`src/rtl/lsu.sv`:
```
// Load/store unit: one byte/half/word access per op over a req/gnt/rvalid
// memory handshake, with load alignment/extension and a grant/read timeout.
module lsu #(
  parameter int DATA_LEN = 32,
  parameter int TIMEOUT  = 256
) (
  input  logic                clk,
  input  logic                rst_n,
  input  logic                req_valid,
  output logic                req_ready,
  input  logic                req_we,
  input  logic [2:0]          req_funct3,
  input  logic [DATA_LEN-1:0] req_addr,
  input  logic [DATA_LEN-1:0] req_wdata,
  output logic                resp_valid,
  output logic [DATA_LEN-1:0] resp_rdata,
  output logic                resp_err,
  output logic                busy,
  output logic                mem_req,
  output logic                mem_we,
  output logic [DATA_LEN-1:0] mem_addr,
  output logic [3:0]          mem_wstrb,
  output logic [DATA_LEN-1:0] mem_wdata,
  input  logic                mem_gnt,
  input  logic                mem_rvalid,
  input  logic [DATA_LEN-1:0] mem_rdata
);

  localparam int CW = (TIMEOUT > 1) ? $clog2(TIMEOUT) : 1;
  localparam logic [CW-1:0] TO_LAST = CW'((TIMEOUT == 0) ? 0 : TIMEOUT - 1);

  typedef enum logic [1:0] {
    IDLE   = 2'd0,
    REQ    = 2'd1,
    WAIT_R = 2'd2,
    RESP   = 2'd3
  } state_t;

  state_t                state_q, state_d;
  logic                  we_q;
  logic [2:0]            funct3_q;
  logic [DATA_LEN-1:0]   addr_q;
  logic [DATA_LEN-1:0]   wdata_q;
  logic [3:0]            wstrb_q;
  logic [DATA_LEN-1:0]   rdata_q;
  logic                  err_q;
  logic [CW-1:0]         cnt_q;

  logic                  illegal, misaligned, bad_op, tmo;
  logic [3:0]            lane_strb;
  logic [DATA_LEN-1:0]   lane_data;
  logic [DATA_LEN-1:0]   shifted, load_data;

  // Classify the incoming op as illegal or misaligned.
  always_comb begin
    illegal    = req_we ? (req_funct3 > 3'b010)
                        : ((req_funct3 == 3'b011) || (req_funct3[2:1] == 2'b11));
    misaligned = 1'b0;
    case (req_funct3[1:0])
      2'b01:   misaligned = req_addr[0];
      2'b10:   misaligned = |req_addr[1:0];
      default: misaligned = 1'b0;
    endcase
    bad_op = illegal | misaligned;
  end

  // Byte strobes and lane-replicated store data.
  always_comb begin
    lane_strb = '0;
    lane_data = '0;
    if (req_we) begin
      case (req_funct3[1:0])
        2'b00: begin
          lane_strb = 4'b0001 << req_addr[1:0];
          lane_data = {4{req_wdata[7:0]}};
        end
        2'b01: begin
          lane_strb = 4'b0011 << req_addr[1:0];
          lane_data = {2{req_wdata[15:0]}};
        end
        default: begin
          lane_strb = 4'b1111;
          lane_data = req_wdata;
        end
      endcase
    end
  end

  // Align the returned word and sign/zero-extend per funct3.
  always_comb begin
    shifted = mem_rdata >> {addr_q[1:0], 3'b000};
    case (funct3_q)
      3'b000:  load_data = {{24{shifted[7]}}, shifted[7:0]};
      3'b001:  load_data = {{16{shifted[15]}}, shifted[15:0]};
      3'b100:  load_data = {24'h0, shifted[7:0]};
      3'b101:  load_data = {16'h0, shifted[15:0]};
      default: load_data = mem_rdata;
    endcase
  end

  assign tmo = (TIMEOUT != 0) && (cnt_q == TO_LAST);

  // State register.
  always_ff @(posedge clk or negedge rst_n) begin
    if (!rst_n) state_q <= IDLE;
    else        state_q <= state_d;
  end

  // Next-state logic; a grant or rvalid in the final counted cycle still wins over the timeout.
  always_comb begin
    state_d = state_q;
    case (state_q)
      IDLE:    if (req_valid) state_d = bad_op ? RESP : REQ;
      REQ: begin
        if (mem_gnt)  state_d = we_q ? RESP : WAIT_R;
        else if (tmo) state_d = RESP;
      end
      WAIT_R: begin
        if (mem_rvalid) state_d = RESP;
        else if (tmo)   state_d = RESP;
      end
      RESP:    state_d = IDLE;
      default: state_d = IDLE;
    endcase
  end

  // Request fields, response data/error and the timeout counter.
  always_ff @(posedge clk or negedge rst_n) begin
    if (!rst_n) begin
      we_q     <= 1'b0;
      funct3_q <= '0;
      addr_q   <= '0;
      wdata_q  <= '0;
      wstrb_q  <= '0;
      rdata_q  <= '0;
      err_q    <= 1'b0;
      cnt_q    <= '0;
    end else begin
      case (state_q)
        IDLE: begin
          if (req_valid) begin
            we_q     <= req_we;
            funct3_q <= req_funct3;
            addr_q   <= req_addr;
            wdata_q  <= lane_data;
            wstrb_q  <= lane_strb;
            rdata_q  <= '0;
            err_q    <= bad_op;
            cnt_q    <= '0;
          end
        end
        REQ: begin
          if (mem_gnt)  cnt_q <= '0;
          else if (tmo) err_q <= 1'b1;
          else          cnt_q <= cnt_q + CW'(1);
        end
        WAIT_R: begin
          if (mem_rvalid) rdata_q <= load_data;
          else if (tmo)   err_q   <= 1'b1;
          else            cnt_q   <= cnt_q + CW'(1);
        end
        default: ;
      endcase
    end
  end

  assign req_ready  = (state_q == IDLE);
  assign busy       = (state_q != IDLE);
  assign resp_valid = (state_q == RESP);
  assign resp_err   = (state_q == RESP) & err_q;
  assign resp_rdata = (state_q == RESP) ? rdata_q : '0;
  assign mem_req    = (state_q == REQ);
  assign mem_we     = (state_q == REQ) & we_q;
  assign mem_addr   = (state_q == REQ) ? {addr_q[DATA_LEN-1:2], 2'b00} : '0;
  assign mem_wstrb  = (state_q == REQ) ? wstrb_q : '0;
  assign mem_wdata  = (state_q == REQ) ? wdata_q : '0;

endmodule

```
`config.mk`:
```
export PLATFORM = sky130hd
export DESIGN_NAME = lsu
export DESIGN_NICKNAME = d
export VERILOG_FILES = /design/src/rtl/lsu.sv
export SDC_FILE = /design/constraint.sdc
export NUM_CORES = 1
export LEC_CHECK = 0
export ABC_AREA = 1
export BUFFER_PORTS_ARGS = -buffer_cell sky130_fd_sc_hd__buf_2
export CAP_MARGIN = 20
export CORE_MARGIN = 5
export CORE_UTILIZATION = 30
export DETAILED_ROUTE_END_ITERATION = 12
export GPL_TIMING_DRIVEN = 0
export PLACE_DENSITY_LB_ADDON = 0.08
export SLEW_MARGIN = 20
export SYNTH_ARGS = -nofsm -noshare
export SYNTH_HDL_FRONTEND = slang
export SYNTH_SLANG_ARGS = --single-unit
```
`constraint.sdc`:
```
create_clock -name clk -period 1.9 [get_ports clk]
set_input_delay 0.285 -clock clk [delete_from_list [all_inputs] [get_ports clk]]
set_output_delay 0.285 -clock clk [all_outputs]
set_load 0.02 [all_outputs]
```
==> results.py <==
metrics = {
    "outcome": {
        "outcome": "complete, but fails checks",
        "failed_checks": "setup timing",
    },
    "logic_synthesis": {
        "synth.avg_cell_area_um2": 7.005,
        "synthCells": 957,
        "synth-seq-area-share": 0.4293,
        "synthDistinctLibCells": 37,
        "synth_seq_cells": 115,
        "synth_area_leader_cell": "dfrtp_1",
        "synth.cell_area_um2": 6704,
        "synthTopCellsByArea": "dfrtp_1, nand2_1, inv_1",
        "netlist.area_leader.share": 0.4293,
        "yosysWarningCount": 0,
    },
    "floorplan": {
        "die_h_um": 159.5,
        "die-area_um2": 25440,
        "rows": 54,
        "fp.coreArea_um2": 21890,
        "die_w_um": 159.5,
        "start_util": 0.3062,
        "ios": 211,
    },
    "worst_setup_path": {
        "startpoint": "state_q[0]",
        "r2r_slack_ps": 60,
        "r2r_cells": 9,
        "critPathCaptureType": "output port",
        "r2r-start": "state_q[0]",
        "start_kind": "flip-flop",
        "worst_r2r_endpoint": "rdata_q[7]",
        "cp.arrival_ps": 1710,
        "worstPathMaxFanout": 7,
        "cp.required_ps": 1620,
        "crit_end": "mem_wdata[12]",
        "crit_type": "flip-flop to output port",
    },
    "timing": {
        "setup_viol": 89,
        "maxSlewHeadroom": 0.6393,
        "setup_slack_ps": -98.54,
        "hold_viol_final": 0,
        "maxSlewViolCount": 0,
        "worstMarginPinSlew_ps": 541.1,
        "finClkSkew_ps": 8.248,
        "rsz0062_at_grt": "yes",
        "fin_crit_sh": 1.052,
        "clock.fmax_ghz": 0.5004,
        "period_minus_slack_ps": 1999,
    },
    "grt": {
        "grtUsageTotal": 0.1806,
        "grt_antenna_before_repair": 4,
        "grt_pass1_wl_um": 37330,
        "grt_max_degree": 60,
        "grt_overflow_total": 0,
        "grt_pass1_vias": 7065,
    },
    "finish": {
        "layout.cells.most_common_list": "nand2_1, buf_2, dfrtp_1",
        "final_nets": 1325,
        "layout_commonest_cell": "nand2_1",
        "area_growth_pct": 50.26,
        "drive_gt1_frac": 0.3930,
    },
    "drt": {
        "drc": 0,
        "dr_total_vias": 6800,
        "routed.top_layer": "met5",
        "firstDrtPassIters": 5,
        "wl_met3_um": 1420,
        "initialDrtViolationCount": 311,
        "wl_per_cell_um": 15.35,
        "wl_met2_um": 10950,
        "antenna_left": 0,
        "vias_per_cell": 4.518,
        "drt-met1-wl_um": 10410,
        "drt-total-wl_um": 23100,
    },
    "power_and_ir_drop": {
        "swShare": 0.4265,
        "seqPwrFrac": 0.259,
        "p_total_w": 0.01598,
        "comb_power_share": 0.528,
        "switching_power_w": 0.006817,
        "p_leak_nw": 6.047,
        "ir_worst_vdd_v": 0.0007738,
        "intPower_w": 0.009167,
        "p_per_area_nw_per_um2": 1587,
        "p_clk_frac": 0.213,
    },
    "cts": {
        "clock_sinks": 115,
        "path_clk_slew_ps": 60,
        "clock_latency_ps": 420,
        "cts_inserted_buffers": 17,
        "cts.path.max_buffers": 2,
        "clock-root-buffer": "clkbuf_16",
        "h-tree-depth": 4,
        "cts_tree": "yes",
    },
    "placed_design": {
        "gp_congestion": 0.8251,
        "dpl.hpwl_um": 16920,
        "dpl_worst_slack_ps": -596.5,
        "port_buffers": 208,
    },
    "hold_path": {
        "hold_class": "input port to flip-flop",
    },
    "run": {
        "cap_violations": 0,
    },
}
[area by class of cell]
cell class,instances,area (um^2)
Sequential cell,115,2878
Clock buffer,18,439.2
Multi-Input combinational cell,640,3367
Fill cell,2303,11820
Inverter,156,603.1
Clock inverter,14,176.4
Buffer,45,450.4
Timing Repair Buffer,236,1807
Antenna cell,1,2.502
Tap cell,280,350.3
[sequential cells by signal, indices dropped and copies added (netlist names)]
signal    flops
state_q       2
cnt_q         8
funct3_q      3
err_q         1
rdata_q      32
wstrb_q       4
we_q          1
addr_q       32
wdata_q      32
[worst max-delay path: stages (launching register included)]
cell and delay [ps]:
dfrtp_1 430, ha_4 190, buf_12 140, buf_12 150
clkbuf_16 160, nand2_2 60, inv_2 30, buf_6 120
[metrics by stage]
step	util	setup TNS [ps]	hold WS (ps)	instance area, um^2	std cells
2_1_floorplan	-	0	-10.59	6710	958
3_3_place_gp	0.3701	-152310	463.4	8102	1446
3_5_place_dp	0.3718	-23840	249.6	8139	1447
4_1_cts	0.4388	-8740	34.38	9605	1492
5_1_grt	0.4600	-13330	47.50	10070	1504
6_report	0.4602	-5846	54.38	10070	1505
[synth_stat cells]
master and number:
inv_6 1, nand3_2 11, inv_1 150, nand3_4 3, a21oi_1 20, buf_1 2, nand2_2 6, nor2_1 24
inv_4 1, o21ai_1 3, a22oi_1 1, buf_12 1, nand2_4 1, inv_2 4, clkbuf_1 19, dfrtp_1 115
xor2_1 1, nor3_1 4, buf_2 18, o22ai_1 2, o2111a_1 3, nor2_4 2, or2_2 10, o21ai_0 54
o211ai_1 19, o21bai_1 1, o211a_1 1, buf_4 5, ha_1 9, nor2_8 2, nand3_1 43, buf_6 2
a22o_1 3, nor2_2 3, nor3_2 1, nand2_1 411, conb_1 1
[timing repair]
action,CTS,global route
setup endpoints to repair,141,179
gates resized for setup,235,136
pin swaps,1,1
gates cloned,5,2
buffers inserted,9,10
endpoints found under the hold margin,56,0
hold buffers,1,0
[routing by layer]
metal,GRT usage,up-vias
met2,0.2971,187
met4,0.04343,8
met1,0.2299,3146
li1,-,3434
met5,0,-
met3,0.06006,25
[power by group through the flow]
stage	logic (W)	registers, W	clock network, W
finish	0.00844	0.00415	0.00340
global route	0.00925	0.00426	0.00359
CTS	0.00771	0.00405	0.00348
detailed placement	0.00615	0.00396	0
global placement	0.00613	0.00396	0
floorplan	0.00428	0.00382	0
[worst min path at each step]
stage,startpoint,endpoint,slack [ps],depth (start not counted)
finish,req_addr[13],addr_q[13],50,3
global route,req_addr[8],addr_q[8],50,3
CTS,req_addr[18],addr_q[18],30,3
detailed placement,rst_n,wdata_q[11],250,1
global placement,addr_q[9],addr_q[9],460,2
floorplan,rst_n,addr_q[0],-10,0
[logic make-up (layout without fill, tap and decap cells)]
| kind of cell | count (synthesis) | after routing | share of synthesized area |
|---|---|---|---|
| AND/OR/NAND/NOR | 521 | 521 | 0.3331 |
| buffers and inverters | 203 | 469 | 0.1256 |
| flip-flops | 115 | 115 | 0.4293 |
| adder cells (fa/ha/maj) | 9 | 9 | 0.01680 |
| XOR/XNOR | 1 | 1 | 0.001307 |
| AO/OA/AOI/OAI | 107 | 107 | 0.09332 |
| other | 1 | 3 | 0.0005594 |
No activity file was read; power rests on OpenSTA's default activity.
